===== src/rtl/shr_drv_pkg.sv =====
// shr_drv_pkg: shared state encoding and sizing helper for the serial
// harness host driver (shr_host_driver and its shifter).
package shr_drv_pkg;

  typedef enum logic [2:0] {
    IDLE,
    SHIFT_IN,
    STB1,
    GAP,
    STB2,
    SHIFT_OUT,
    DONE
  } state_t;

  // Width of a counter that must be able to hold the value n (at least 1 bit).
  function automatic int cnt_w(input int n);
    return (n < 1) ? 1 : $clog2(n + 1);
  endfunction

endpackage


===== src/rtl/shr_drv_shifter.sv =====
// shr_drv_shifter: W-bit shift register with parallel load, shift enable,
// serial input at the LSB end and serial output from the MSB. Used as the
// PISO for stimulus and the SIPO for the response.
module shr_drv_shifter #(
  parameter int W = 8
) (
  input  logic         clk,
  input  logic         rst_n,
  input  logic         load,
  input  logic         shift,
  input  logic [W-1:0] load_data,
  input  logic         ser_in,
  output logic [W-1:0] data,
  output logic         ser_out
);

  logic [W-1:0] shifted;

  if (W == 1) begin : g_one
    assign shifted = ser_in;
  end else begin : g_wide
    assign shifted = {data[W-2:0], ser_in};
  end

  assign ser_out = data[W-1];

  // Parallel load wins over shift; otherwise hold.
  always_ff @(posedge clk or negedge rst_n) begin
    if (!rst_n) begin
      data <= '0;
    end else if (load) begin
      data <= load_data;
    end else if (shift) begin
      data <= shifted;
    end
  end

endmodule


===== src/rtl/shr_host_driver.sv =====
// shr_host_driver: host-side end of the minitest serial harness.
// Shifts a DIN_N-bit stimulus out on di (MSB first), pulses stb twice so the
// harness first latches din and then captures the roi response, shifts the
// DOUT_N-bit response back in from do_i (MSB first) and returns it over a
// valid/ready port. One vector is in flight at a time.
// Build macro SHR_DRV_SETTLE_EN: stretches the gap between the two strobes
// by SETTLE_CYCLES extra cycles for deep roi combinational paths.
module shr_host_driver
  import shr_drv_pkg::*;
#(
  parameter int DIN_N         = 256,
  parameter int DOUT_N        = 256,
  parameter int SETTLE_CYCLES = 0
) (
  input  logic              clk,
  input  logic              rst_n,
  input  logic              tx_valid,
  output logic              tx_ready,
  input  logic [DIN_N-1:0]  tx_data,
  output logic              rx_valid,
  input  logic              rx_ready,
  output logic [DOUT_N-1:0] rx_data,
  output logic              di,
  output logic              stb,
  input  logic              do_i,
  output logic              busy
);

  localparam int MAX_N = (DIN_N > DOUT_N) ? DIN_N : DOUT_N;
  localparam int CW    = cnt_w(MAX_N);
  localparam logic [CW-1:0] DIN_LAST  = CW'(DIN_N - 1);
  localparam logic [CW-1:0] DOUT_LAST = CW'(DOUT_N - 1);

  if (DIN_N < 1 || DOUT_N < 1 || SETTLE_CYCLES < 0 || SETTLE_CYCLES > 255) begin : g_bad_params
    $error("shr_host_driver: DIN_N/DOUT_N must be >= 1 and SETTLE_CYCLES in 0..255");
  end

  state_t          state;
  logic [CW-1:0]   cnt;
  logic            tx_load;
  logic            tx_shift;
  logic            rx_shift;
  logic [DIN_N-1:0] unused_tx_word;
  logic            unused_rx_msb;

`ifdef SHR_DRV_SETTLE_EN
  localparam logic [7:0] SETTLE_LAST = 8'(SETTLE_CYCLES);
  logic [7:0] settle_cnt;
`endif

  assign tx_load  = (state == IDLE) && tx_valid && tx_ready;
  assign tx_shift = (state == SHIFT_IN);
  assign rx_shift = (state == SHIFT_OUT);

  // The stimulus register shifts zeros in behind the data, so once the
  // vector has gone out its MSB is 0 and di can come straight off the flop.
  shr_drv_shifter #(.W(DIN_N)) u_tx_piso (
    .clk       (clk),
    .rst_n     (rst_n),
    .load      (tx_load),
    .shift     (tx_shift),
    .load_data (tx_data),
    .ser_in    (1'b0),
    .data      (unused_tx_word),
    .ser_out   (di)
  );

  // Response capture; its register is the rx_data output and holds still
  // outside SHIFT_OUT.
  shr_drv_shifter #(.W(DOUT_N)) u_rx_sipo (
    .clk       (clk),
    .rst_n     (rst_n),
    .load      (1'b0),
    .shift     (rx_shift),
    .load_data ({DOUT_N{1'b0}}),
    .ser_in    (do_i),
    .data      (rx_data),
    .ser_out   (unused_rx_msb)
  );

  // Sequencer: walks the harness protocol and drives stb, tx_ready, rx_valid
  // and busy as registers so none of them can glitch.
  always_ff @(posedge clk or negedge rst_n) begin
    if (!rst_n) begin
      state    <= IDLE;
      cnt      <= '0;
      stb      <= 1'b0;
      tx_ready <= 1'b1;
      rx_valid <= 1'b0;
      busy     <= 1'b0;
`ifdef SHR_DRV_SETTLE_EN
      settle_cnt <= '0;
`endif
    end else begin
      case (state)
        IDLE: begin
          if (tx_valid && tx_ready) begin
            state    <= SHIFT_IN;
            cnt      <= '0;
            tx_ready <= 1'b0;
            busy     <= 1'b1;
          end
        end
        SHIFT_IN: begin
          if (cnt == DIN_LAST) begin
            state <= STB1;
            cnt   <= '0;
            stb   <= 1'b1;
          end else begin
            cnt <= cnt + 1'b1;
          end
        end
        STB1: begin
          state <= GAP;
          stb   <= 1'b0;
`ifdef SHR_DRV_SETTLE_EN
          settle_cnt <= '0;
`endif
        end
        GAP: begin
`ifdef SHR_DRV_SETTLE_EN
          if (settle_cnt == SETTLE_LAST) begin
            state <= STB2;
            stb   <= 1'b1;
          end else begin
            settle_cnt <= settle_cnt + 1'b1;
          end
`else
          state <= STB2;
          stb   <= 1'b1;
`endif
        end
        STB2: begin
          state <= SHIFT_OUT;
          stb   <= 1'b0;
          cnt   <= '0;
        end
        SHIFT_OUT: begin
          if (cnt == DOUT_LAST) begin
            state    <= DONE;
            cnt      <= '0;
            rx_valid <= 1'b1;
          end else begin
            cnt <= cnt + 1'b1;
          end
        end
        DONE: begin
          if (rx_ready) begin
            state    <= IDLE;
            rx_valid <= 1'b0;
            tx_ready <= 1'b1;
            busy     <= 1'b0;
          end
        end
        default: begin
          state    <= IDLE;
          cnt      <= '0;
          stb      <= 1'b0;
          tx_ready <= 1'b1;
          rx_valid <= 1'b0;
          busy     <= 1'b0;
        end
      endcase
    end
  end

endmodule


===== config.mk =====
export PLATFORM = sky130hd
export DESIGN_NAME = shr_host_driver
export DESIGN_NICKNAME = d
export VERILOG_FILES = /design/src/rtl/shr_drv_pkg.sv /design/src/rtl/shr_drv_shifter.sv /design/src/rtl/shr_host_driver.sv
export SDC_FILE = /design/constraint.sdc
export NUM_CORES = 1
export LEC_CHECK = 0
export CORE_MARGIN = 2
export CORE_UTILIZATION = 40
export CTS_BUF_LIST = sky130_fd_sc_hd__clkbuf_8
export DETAILED_ROUTE_END_ITERATION = 7
export DONT_BUFFER_PORTS = 1
export HOLD_SLACK_MARGIN = 0.12
export PLACE_DENSITY_LB_ADDON = 0.2
export SLEW_MARGIN = 20
export SYNTH_ARGS = -nofsm -noshare
export SYNTH_HDL_FRONTEND = slang
export SYNTH_HIERARCHICAL = 1
export SYNTH_SLANG_ARGS = --single-unit

===== constraint.sdc =====
create_clock -name clk -period 2.43 [get_ports clk]
set_input_delay 0.6075 -clock clk [delete_from_list [all_inputs] [get_ports clk]]
set_output_delay 0.6075 -clock clk [all_outputs]
set_load 0.01 [all_outputs]

## Word level (Yosys, flattened, before mapping)

Index checks and enable logic that the tools add are counted.

| cells by class | value |
|---|---|
| bitwise gates (word level) | 4 |
| reduce and logical (&&, ||, !) cells | 15 |
| multiplexer cells | 19 |
| equal/unequal tests | 11 |
| add/sub/neg operators | 1 |

Operators with widths:

| operator | number |
|---|---|
| $mux W256 | 2 |
| $pmux W9 S3 | 1 |
| $pmux W3 S7 | 1 |
| $mux W9 | 2 |
| $mux W3 | 4 |
| $pmux W1 S3 | 4 |
| $reduce_or A5 Y1 | 2 |
| $add A9 B1 Y9 const B | 1 |
| $eq A3 B3 Y1 const B | 3 |
| $eq A9 B8 Y1 const B | 1 |
| $eq A3 B2 Y1 const B | 2 |
| $ne A2 B1 Y1 const B | 3 |
| $reduce_and A3 Y1 | 2 |
| $reduce_or A3 Y1 | 2 |
| $mux W1 | 5 |
| $not A1 Y1 | 4 |
| $reduce_and A2 Y1 | 2 |
| $reduce_and A4 Y1 | 1 |
| $eq A3 B1 Y1 const B | 1 |
| $logic_and A1 B1 Y1 | 3 |
| $logic_not A3 Y1 | 1 |
| $ne A2 B2 Y1 const B | 1 |
| $reduce_bool A2 Y1 | 1 |
| $reduce_or A2 Y1 | 1 |

| storage, ports and cells | value |
|---|---|
| bits of input ports | 261 |
| logic and storage cells | 58 |
| register bits after elaboration | 528 |

## Longest topological paths before layout

| logic depth | value |
|---|---|
| word-level depth | 4 |
| depth in mapped cells | 9 |
| gate-level depth less buffers | 5 |

## By module

Netlist, hierarchy kept.

By module, submodules not included:

| module | times used | area each (um2) | cells an instance | seq. area each (um2) |
|---|---|---|---|---|
| shr_drv_shifter | 2 | 11898.9 | 1111 | 6406.1 |
| shr_host_driver | 1 | 902.1 | 95 | 401.6 |

## Worst setup path after synthesis

No wires, ideal clock.

| timing | value |
|---|---|
| kind | flip-flop to flip-flop |
| from | reg state[2] |
| to | reg u_tx_piso.data[100] |
| arrival | 1.572 ns |
| path buffers | 4 |
| period minus slack after synthesis | 1.704 ns |
| cell stages (with the launch flop) | 7 |
| setup slack | 0.726 ns |
| path through | dfrtp_1 clkbuf_1 nor4_1 buf_4 buf_4 clkbuf_1 o21ai_1 |

| between the ends | value |
|---|---|
| word-level cells in the longest chain between the ends | 4 |
| elaborated cells on any way between the ends | 6 |
| classes of those cells | eq/ne (1); mux (1); reduce/logical (4) |

Ends and longest elaborated chain:

| element | RTL line | source |
|---|---|---|
| from (decl) | shr_host_driver.sv:38 | `state_t state;` |
| from (signal assigned) | shr_host_driver.sv:85 | `state <= IDLE;` |
| from (signal assigned) | shr_host_driver.sv:98 | `state <= SHIFT_IN;` |
| from (signal assigned) | shr_host_driver.sv:106 | `state <= STB1;` |
| $logic_not A3 Y1 * | shr_host_driver.sv:51 | `assign tx_load = (state == IDLE) && tx_valid && tx_ready;` |
| $logic_and A1 B1 Y1 * (2 in a row) | shr_host_driver.sv:51 |  |
| net tx_load | shr_host_driver.sv:40 | `logic tx_load;` |
| $mux W256 / $reduce_bool A2 Y1 (equally long branches) | -- |  |
| to (signal assigned) | shr_drv_shifter.sv:32 | `data <= load_data;` |
| to (signal assigned) | shr_drv_shifter.sv:34 | `data <= shifted;` |
| to (decl) | shr_drv_shifter.sv:13 | `output logic [W-1:0] data,` |

The timed path passes the listed nets; every way through them passes the cells marked *.
A chain may end at the register's enable or synchronous reset.

## Worst setup path in the final report

| timing | value |
|---|---|
| from | reg state[0] |
| to | reg u_tx_piso.data[72] |

| between the ends | value |
|---|---|
| elaborated cells on any way between the ends | 6 |
| classes of those cells | eq/ne (1); mux (1); reduce/logical (4) |

RTL lines:

| element | RTL line | source |
|---|---|---|
| $eq A3 B1 Y1 | shr_host_driver.sv:52 | `assign tx_shift = (state == SHIFT_IN);` |
| net tx_shift | shr_host_driver.sv:41 | `logic tx_shift;` |
| $reduce_bool A2 Y1 (no source line) | -- |  |

The timed path passes the listed nets, and every way through them passes these cells.

==> impl_metrics.tcl <==
set metrics [dict create \
    status "complete, but fails checks" \
    violations "negative hold slack, max-slew violations" \
    dpl.hpwl_microns 40100 \
    critPathRequiredTime_ns 2.98 \
    setup.worst_path.class "flop to flop" \
    postPlaceCellArea_sq_mm 0.0258 \
    cp-end-kind "flop" \
    ant_nets 0 \
    slowest_delay_ns 0.55 \
    yosysWarnings 6 \
    grt_max_degree 529 \
    synth_area_per_cell_sq_um 10.7 \
    p_leak_nw 12.7 \
    timing.slew.headroom_pct -40.3 \
    cts_root_buf "clkbuf_8" \
    grt_use_met1_pct 23.0 \
    drive_above_1_share_pct 5.93 \
    grtUsageMet2_pct 31.3 \
    cts.sinks 528 \
    setup_violations 0 \
    path_clk_slew_ns 0.06 \
    period_needed_ns 2.11 \
    grt_pass1_vias 17800 \
    busiest_layer "met2" \
    fin_area_sq_mm 0.0303 \
    antenna_found_initial 11 \
    worstPathCellList "nand2b_1 -> nor2_4 -> buf_12 -> buf_12 -> mux2i_1 -> o21ai_1" \
    clk_latency_ns 0.68 \
    ir_drop_mv 0.573 \
    clock.fmax_ghz 0.473 \
    finalWorstSetupSlack_ns 0.318 \
    timing.final.hold_violations 277 \
    final_nets 3045 \
    netlist_area_sq_mm 0.0247 \
    htreeDepth 3 \
    cp_slowest_cell "dfrtp_1" \
    cts_buffers 93 \
    post-route-period-util_pct 86.9 \
    post_cts_buffers 0 \
    p_per_area_mw_per_mm2 962 \
    global_route.usage.met3_pct 6.26 \
    maxCapViolations 0 \
    cts_tree "done" \
    worst_pin_slew_ns 2.11 \
    drt_iter0_drc 1169 \
    gp_congestion 0.818 \
    detailroute.via_count 17700 \
    syn_to_final_growth_pct 22.6 \
    drc 0 \
    hold_path_class "input pin to asynchronous set/reset pin" \
    dieHeight_microns 252 \
    syn_inst 2316 \
    core-area_sq_mm 0.0614 \
    setup_tns_ns 0 \
    start_kind "flop" \
    worst_clock_skew_ns 0.0470 \
    grt_first_pass_wirelength_microns 97400 \
    die_w_microns 252 \
    gr-total-overflow 0 \
    wl_per_cell_microns 17.1 \
    row_count 91 \
    cts_hold_buf 259 \
    io_buffers 0 \
    drv_slew 466 \
    placed_cells 3219 \
    die_area_sq_mm 0.0637 \
    via_per_inst 4.84 \
    io_pins 522 \
    whs_ns -0.350 \
    grt_use_total_pct 19.0 \
    worstPathMaxFanout 40 \
    cts_buffer_depth 3 \
    initial_core_util_pct 40.2 \
    arrival_ns 2.66 \
    final_cells 3651 \
    dr.pass1.iters 5 \
    place_ws_ns 0.364 \
    drt_wl_total_microns 62500 \
    grt_setup_unrepaired "no" \
    path_common_cell "buf_12" \
]
cell type report:
type	instances	area [sq um]
Timing Repair Buffer	294	3170
Sequential cell	528	13200
Clock inverter	48	262
Antenna cell	11	27.5
Multi-Input combinational cell	1862	11000
Clock buffer	114	1570
Fill cell	5505	31100
Inverter	4	15.0
Tap cell	790	988
cell usage in the layout (no fill, tap or decap), types with 2 or more instances in the layout:
cell type,instances
dfrtp_1,527
nand2_1,521
mux2i_1,512
o21ai_1,488
dlygate4sd3_1,259
conb_1,258
clkbuf_8,114
inv_1,41
o21ai_0,37
buf_12,25
diode_2,11
buf_4,10
a21oi_1,8
clkinv_2,5
nand3_1,4
nor2_1,3
nand2b_1,2
nor2_4,2
a32oi_1,2
a41oi_1,2
o31ai_1,2
and3_1,2
clkinvlp_4,2
inv_8,2
bufinv_16,2
timing repair:
item,4_1_cts,5_1_grt
setup endpoints to repair,0,0
resized for setup,0,0
hold endpoints to repair,788,528
worst paths after layout:
| kind | start | to | slack, ns | depth (start not counted) |
|---|---|---|---|---|
| min in group clk | rx_ready | state[1] | 0.19 | 2 |
| worst min register to register | cnt[8] | cnt[8] | 0.50 | 1 |
| worst max-delay path | state[0] | u_tx_piso/data[72] | 0.32 | 6 |
| worst min-delay path | rst_n | u_rx_sipo/data[30] | -0.35 | 0 |
| max in group asynchronous | rst_n | u_rx_sipo/data[202] | 1.09 | 0 |
| worst max register to register | state[0] | u_tx_piso/data[72] | 0.32 | 6 |
critical path: cells and delay by family, from the launching register on:
family                 cells  cell delay (ns)
buffers and inverters      2             0.60
flip-flops                 1             0.55
AND/OR/NAND/NOR            2             0.41
multiplexers               1             0.26
AO/OA/AOI/OAI              1             0.10
sequential cells by signal, summed over array words and instances (netlist names):
signal and cells:
u_tx_piso/data 256, cnt 9, busy 1, state 3
tx_ready 1, rx_valid 1, u_rx_sipo/data 256, stb 1
layer usage:
layer	wire [microns]	vias to the layer above
li1	-	8699
met5	27	-
met2	30300	459
met4	2150	4
met3	4210	139
met1	25900	8363
where the power goes:
| group | total [mW] | switching (mW) | internal [mW] |
|---|---|---|---|
| clock network | 8.06 | 3.64 | 4.42 |
| logic | 7.33 | 3.59 | 3.74 |
| registers | 13.7 | 2.39 | 11.4 |
| total | 29.1 | 9.62 | 19.5 |
stage by stage:
stage	power, mW	utilization (%)
finish	29.1	49.3
global placement	20.3	42.1
CTS	29.4	49.3
floorplan	19.6	-
detailed placement	20.7	42.1
global route	30.9	49.3
Power figures use the tool's default switching activity.
